`src/rtl/direction_cmd_encoder_if.sv`:
```
// Button/command bus between the board KEY inputs, the direction encoder and
// the display/drive logic that consumes the direction code.
interface direction_cmd_encoder_if;
    logic [3:0] btn_n;
    logic [1:0] direc;
    logic       dir_valid;
    logic [3:0] pressed;

    modport master (output btn_n, input direc, dir_valid, pressed);
    modport slave  (input btn_n, output direc, dir_valid, pressed);
endinterface

```
`src/rtl/direction_cmd_encoder.sv`:
```
// Turns four active-low pushbuttons into a registered 2-bit direction command:
// synchronise, debounce, detect presses, priority-encode and optionally revert turns.
module direction_cmd_encoder #(
    parameter int DEBOUNCE_CYCLES = 50000,
    parameter int TURN_CYCLES     = 0
) (
    input  logic                   timer,
    input  logic                   reset_n,
    direction_cmd_encoder_if.slave bus
);
    localparam int DW = (DEBOUNCE_CYCLES > 1) ? $clog2(DEBOUNCE_CYCLES) : 1;
    localparam int TW = (TURN_CYCLES > 1) ? $clog2(TURN_CYCLES) : 1;
    localparam logic [DW-1:0] DB_LAST   = DW'(DEBOUNCE_CYCLES - 1);
    localparam logic [TW-1:0] TURN_LAST = TW'((TURN_CYCLES > 0) ? TURN_CYCLES - 1 : 0);

    typedef enum logic [1:0] {
        DIR_FWD   = 2'b00,
        DIR_REV   = 2'b01,
        DIR_LEFT  = 2'b10,
        DIR_RIGHT = 2'b11
    } dir_e;

    logic [3:0]    sync1_q, sync1_d;
    logic [3:0]    sync2_q, sync2_d;
    logic [3:0]    btn_s;
    logic [DW-1:0] db_cnt_q [4];
    logic [DW-1:0] db_cnt_d [4];
    logic [3:0]    pressed_q, pressed_d;
    logic [3:0]    pressed_dly_q, pressed_dly_d;
    logic [3:0]    press_ev;
    dir_e          direc_q, direc_d;
    logic          dir_valid_q, dir_valid_d;
    logic [TW-1:0] turn_cnt_q, turn_cnt_d;

    always_comb begin
        sync1_d       = bus.btn_n;
        sync2_d       = sync1_q;
        btn_s         = ~sync2_q;
        pressed_dly_d = pressed_q;
    end

    // A level change is accepted only after DEBOUNCE_CYCLES consecutive mismatches.
    always_comb begin
        pressed_d = pressed_q;
        for (int i = 0; i < 4; i++) begin
            db_cnt_d[i] = db_cnt_q[i];
            if (btn_s[i] == pressed_q[i]) begin
                db_cnt_d[i] = '0;
            end else if (db_cnt_q[i] == DB_LAST) begin
                pressed_d[i] = ~pressed_q[i];
                db_cnt_d[i]  = '0;
            end else begin
                db_cnt_d[i] = db_cnt_q[i] + DW'(1);
            end
        end
    end

    always_ff @(posedge timer or negedge reset_n) begin
        if (!reset_n) begin
            sync1_q       <= 4'hF;
            sync2_q       <= 4'hF;
            pressed_q     <= '0;
            pressed_dly_q <= '0;
            for (int i = 0; i < 4; i++) begin
                db_cnt_q[i] <= '0;
            end
        end else begin
            sync1_q       <= sync1_d;
            sync2_q       <= sync2_d;
            pressed_q     <= pressed_d;
            pressed_dly_q <= pressed_dly_d;
            for (int i = 0; i < 4; i++) begin
                db_cnt_q[i] <= db_cnt_d[i];
            end
        end
    end

    always_ff @(posedge timer or negedge reset_n) begin
        if (!reset_n) begin
            direc_q     <= DIR_FWD;
            dir_valid_q <= 1'b0;
            turn_cnt_q  <= '0;
        end else begin
            direc_q     <= direc_d;
            dir_valid_q <= dir_valid_d;
            turn_cnt_q  <= turn_cnt_d;
        end
    end

    // Any press event beats a pending turn revert; every load clears the turn count.
    always_comb begin
        press_ev    = pressed_q & ~pressed_dly_q;
        direc_d     = direc_q;
        dir_valid_d = 1'b0;
        turn_cnt_d  = '0;
        if (press_ev[3]) begin
            direc_d     = DIR_REV;
            dir_valid_d = 1'b1;
        end else if (press_ev[2]) begin
            direc_d     = DIR_FWD;
            dir_valid_d = 1'b1;
        end else if (press_ev[1]) begin
            direc_d     = DIR_LEFT;
            dir_valid_d = 1'b1;
        end else if (press_ev[0]) begin
            direc_d     = DIR_RIGHT;
            dir_valid_d = 1'b1;
        end else if ((TURN_CYCLES > 0) && (direc_q == DIR_LEFT || direc_q == DIR_RIGHT)) begin
            if (turn_cnt_q == TURN_LAST) begin
                direc_d     = DIR_FWD;
                dir_valid_d = 1'b1;
            end else begin
                turn_cnt_d = turn_cnt_q + TW'(1);
            end
        end
    end

    always_comb begin
        bus.direc     = direc_q;
        bus.dir_valid = dir_valid_q;
        bus.pressed   = pressed_q;
    end
endmodule
```
`src/flat_wrapper.sv`:
```
// flat-port wrapper written by rule: the top's interface ports become plain ports
module direction_cmd_encoder_flat 
#(
    parameter int DEBOUNCE_CYCLES = 50000,
    parameter int TURN_CYCLES     = 0
)
  (timer, reset_n, bus_btn_n, bus_direc, bus_dir_valid, bus_pressed);
  direction_cmd_encoder_if bus_i ();
  input  logic timer;
  input  logic reset_n;
  input wire logic [$bits(bus_i.btn_n)-1:0] bus_btn_n;
  output wire logic [$bits(bus_i.direc)-1:0] bus_direc;
  output wire logic [$bits(bus_i.dir_valid)-1:0] bus_dir_valid;
  output wire logic [$bits(bus_i.pressed)-1:0] bus_pressed;
  assign bus_i.btn_n = bus_btn_n;
  assign bus_direc = bus_i.direc;
  assign bus_dir_valid = bus_i.dir_valid;
  assign bus_pressed = bus_i.pressed;
  direction_cmd_encoder #(.DEBOUNCE_CYCLES(DEBOUNCE_CYCLES), .TURN_CYCLES(TURN_CYCLES)) u_core (.timer(timer), .reset_n(reset_n), .bus(bus_i));
endmodule
```
`config.mk`:
```
export PLATFORM = sky130hd
export DESIGN_NAME = direction_cmd_encoder_flat
export DESIGN_NICKNAME = d
export VERILOG_FILES = /design/src/rtl/direction_cmd_encoder_if.sv /design/src/rtl/direction_cmd_encoder.sv /design/src/flat_wrapper.sv
export SDC_FILE = /design/constraint.sdc
export NUM_CORES = 1
export LEC_CHECK = 0
export ABC_AREA = 1
export CORE_MARGIN = 2
export CORE_UTILIZATION = 55
export DETAILED_ROUTE_END_ITERATION = 7
export DONT_BUFFER_PORTS = 1
export PLACE_DENSITY = 0.7
export RECOVER_POWER = 25
export SLEW_MARGIN = 25
export SYNTH_ARGS = -nofsm -noshare
export SYNTH_HDL_FRONTEND = slang
export SYNTH_SLANG_ARGS = --single-unit
```
`constraint.sdc`:
```
create_clock -name timer -period 2.3 [get_ports timer]
set_input_delay 0.46 -clock timer [delete_from_list [all_inputs] [get_ports timer]]
set_output_delay 0.46 -clock timer [all_outputs]
set_load 0.1 [all_outputs]
```
---- Word-level counts from Yosys, hierarchy flattened ----
Index checks and enable logic that the tools add are counted.
word-level totals
  word-level logic and storage cells ...... 57
  register bits after elaboration ......... 83
  output and inout port bits .............. 7
operators by class
  add/sub/neg operators ................... 4
  reductions and logical operators ........ 5
  bitwise gates (word level) .............. 11
  eq/ne operators ......................... 8
  mux-type cells .......................... 16
operators by type and width
  cell                   count
  $mux 16                8
  $add 16x1->16 const B  4
  $eq 16x16->1 const B   4
  $mux 2                 4
  $not 1->1              8
  $not 4->4              2
  $reduce_and 2->1       4
  $and 4x4->4            1
  $eq 1x1->1             4
  $mux 1                 4
  $reduce_bool 4->1      1

---- Longest topological paths before layout ----
  word-level depth ........................ 6
  mapped depth ............................ 7
  gate-level depth less buffers ........... 7

---- Worst setup path before layout ----
OpenSTA, ideal clock, no wires.
  path kind ............................... reg2reg
  start point ............................. register u_core.pressed_q[0] (netlist: u_core.bus.pressed[0])
  end point ............................... register u_core.db_cnt_q[53] (netlist name)
  stages on the path, launching flop included .. 4
  period minus slack after synthesis ...... 1.646 ns
  slack ................................... 0.654 ns
  data required time ...................... 2.177 ns
  data arrival time ....................... 1.523 ns
  cell sequence ........................... dfrtp_1 > xnor2_1 > inv_1 > nor2_1
RTL lines
  what                           line                         source
  start, declared                direction_cmd_encoder.sv:28  logic [3:0] pressed_q, pressed_d;
  start signal, assigned         direction_cmd_encoder.sv:70  pressed_q <= pressed_d;
  end signal, assigned by index  direction_cmd_encoder.sv:73  db_cnt_q[i] <= db_cnt_d[i];
  end, declared                  direction_cmd_encoder.sv:26  logic [DW-1:0] db_cnt_q [4];

---- Worst setup path after layout ----
  start point ............................. register u_core.pressed_q[1] (netlist: u_core.bus.pressed[1])
  end point ............................... output bus_pressed[1]
RTL lines
  what           line                source
  end, declared  flat_wrapper.sv:14  output wire logic [$bits(bus_i.pressed)-1:0] bus_pressed;
No word-level cell between the ends.

==> results.py <==
metrics = {
    "worst_setup_path": {
        "crit_chain": "buf_4",
        "reg2reg_depth": 6,
        "worst-setup-path-type": "register to output port",
        "r2r_start": "u_core.db_cnt_q[0]$_DFF_PN0_",
        "max_stage_delay_ns": 0.49,
        "regToRegEndpoint": "u_core.db_cnt_q[3]$_DFF_PN0_",
        "start_kind": "register",
        "crit_slowest_cell": "dfrtp_1",
        "critPathTopFamily": "flip-flops",
        "worst-path-buf-inv": 1,
        "worstPathMaxFanout": 5,
        "setup.worst_path.end_class": "output port",
        "r2r_slack_ns": 0.83,
        "cp.required_ns": 1.84,
        "worstPathArrival_ns": 1.17,
    },
    "timing": {
        "grt_setup_unrepaired": "false",
        "slew_violations": 0,
        "worstMarginPinSlew_ns": 0.479,
        "max_slew_margin": 0.678,
        "final.min_clock_period_ns": 1.63,
        "hold_ws_ns": -0.211,
        "clock_skew_ns": 0.0106,
        "post-route-period-util": 0.710,
        "hold_viol": 83,
        "setup_viol": 0,
        "max_freq_mhz": 612,
        "tns_ns": 0,
    },
    "pwr": {
        "switchingPower_uw": 608,
        "power.leakage_nw": 2.17,
        "internal-power_mw": 1.97,
        "pwr-share-comb": 0.026,
        "seqPwrFrac": 0.588,
        "power_frac_clock": 0.387,
        "netSwitchingFraction": 0.236,
        "p_per_area_nw_per_um2": 554,
        "ir_drop_uv": 366,
    },
    "cells_and_area": {
        "diodes": 0,
        "n_fill_cell": 672,
        "syn2layout_area_growth_pct": 8.59,
        "multi_input_area_sq_um": 1980,
        "seqCellArea_sq_um": 2090,
        "utilization": 0.608,
        "final_nets": 546,
        "drive_above_1_share": 0.137,
    },
    "synthesis": {
        "postSynthCellCount": 518,
        "synth-seq-cells": 83,
        "seq_area_frac_synth": 0.487,
        "netlist_area_sq_um": 4280,
        "yosysUniqueCellTypes": 30,
        "synthTopCellsByCount": "nor2_1, nand2_1, dfrtp_1",
        "yosysWarnings": 0,
        "ys_top_cells_by_area": "dfrtp_1, nor2_1, nand2_1",
        "ys.flop_type": "dfrtp_1",
        "syn-num-nets": 528,
        "async_flop_share": 1.00,
        "synth.most_common_cell": "nor2_1",
        "syn_avg_cell_area_sq_um": 8.27,
        "netlist.area_leader.share": 0.438,
        "synth_edf_count": 0,
        "synth_top_cell_by_area": "dfrtp_1",
    },
    "detailed_routing": {
        "vias": 3296,
        "wl_per_cell_um": 12.4,
        "viasPerCell": 5.13,
        "drc_errors": 0,
        "antenna_left": 0,
        "finalWirelength_um": 7980,
        "drt-pass1-iter-count": 4,
        "drt_iter0_markers": 135,
    },
    "run_status": {
        "violations": "negative hold slack",
        "status": "complete, but fails checks",
    },
    "clocking": {
        "clkSlewWorstSetupHoldPaths_ns": 0.09,
        "clockRootBuffer": "clkbuf_8",
        "cts_buffers": 9,
        "cts_sinks": 83,
        "cts_tree": "built",
        "cts_setup_buffers": 0,
        "cts_resized": 0,
        "htreeDepth": 3,
        "cts.path.max_buffers": 2,
        "worstSkewPairLatency_ns": 0.35,
    },
    "grt": {
        "grt_pass1_wl_um": 14500,
        "grt_pass1_vias": 3248,
        "overflow": 0,
        "grt.total_usage": 0.212,
        "grt_max_degree": 84,
        "antenna_found_initial": 0,
    },
    "floorplan": {
        "chipWidth_um": 92.3,
        "io_pins": 13,
        "row_count": 32,
        "fp.dieArea_sq_um": 8510,
        "coreArea_sq_um": 7650,
        "die_h_um": 92.3,
        "start_util": 0.560,
    },
    "placement": {
        "dp_hpwl_um": 5770,
        "io_buffers": 0,
        "gp_congestion": 0.906,
    },
    "job": {
        "drv_cap": 0,
    },
    "worst_hold_path": {
        "hold_class": "input port to asynchronous set/reset pin",
    },
}
## how the worst max path moves through the flow
stage	startpoint	end	slack (ns)	cells past startpoint
after floorplan	u_core.bus.pressed[0]$_DFFE_PN0P_	u_core.db_cnt_q[53]$_DFF_PN0_	0.65	3
after global placement	u_core.db_cnt_q[0]$_DFF_PN0_	u_core.db_cnt_q[8]$_DFF_PN0_	0.90	6
after detailed placement	u_core.db_cnt_q[0]$_DFF_PN0_	u_core.db_cnt_q[6]$_DFF_PN0_	0.86	6
after CTS	u_core.bus.pressed[1]$_DFFE_PN0P_	bus_pressed[1]	0.65	1
after global routing	u_core.bus.pressed[1]$_DFFE_PN0P_	bus_pressed[1]	0.62	1
final	u_core.bus.pressed[1]$_DFFE_PN0P_	bus_pressed[1]	0.67	1
## power groups by stage
stage	combinational (mW)	sequential, mW	clock (mW)
2_1_floorplan	0.0560	1.54	0
3_3_place_gp	0.0664	1.54	0
3_5_place_dp	0.0675	1.54	0
4_1_cts	0.0677	1.51	1.02
5_1_grt	0.0793	1.52	1.09
6_report	0.0667	1.51	0.995
## layout by cell type, fill, tap and decap left out, drive strengths merged
cell	instances
a21o	1
xor2	15
inv	58
clkbuf	11
nand3b	1
nor3	8
a31oi	7
nand3	46
o21bai	7
dfrtp	75
xnor2	15
dfstp	8
nand2	113
clkinv	1
a21oi	6
buf	7
nand4	11
nor2	133
clkinvlp	3
o21ai	8
nor3b	3
ha	4
## layer usage
layer,up-vias,track usage,share of wire
met5,-,0,0
met4,0,0.0920,0.027
met3,21,0.0394,0.033
met2,64,0.338,0.45
met1,1530,0.286,0.49
li1,1681,-,-
## cells by family after synthesis
kind of cell,after synthesis,share of synthesized area
AO/OA/AOI/OAI,29,0.0415
XOR/XNOR,30,0.0666
adder cells (fa/ha/maj),4,0.0117
buffers and inverters,57,0.0499
flip-flops,83,0.487
AND/OR/NAND/NOR,315,0.343
## layout make-up
class / count / share of cell area
clock buffers: 11 / 0.0325
multi-input cells: 378 / 0.426
repair buffers: 7 / 0.0113
well taps: 102 / 0.0274
clock inverters: 5 / 0.00780
flip-flops and latches: 83 / 0.449
inverters: 57 / 0.0460
## stage by stage
step	cells	area [sq um]	worst slack, ns	power (mW)
after floorplan	518	4280	0.654	1.59
final	643	4650	0.667	2.58
after global placement	627	4460	0.901	1.61
after detailed placement	627	4460	0.861	1.61
after CTS	643	4650	0.651	2.60
after global routing	643	4650	0.624	2.68
## flip-flops by register name (all words and copies together) (netlist names)
| signal | flops |
|---|---|
| u_core.bus.dir_valid | 1 |
| u_core.bus.direc | 2 |
| u_core.bus.pressed | 4 |
| u_core.db_cnt_q | 64 |
| u_core.pressed_dly_q | 4 |
| u_core.sync1_q | 4 |
| u_core.sync2_q | 4 |
Power figures use the tool's default switching activity.
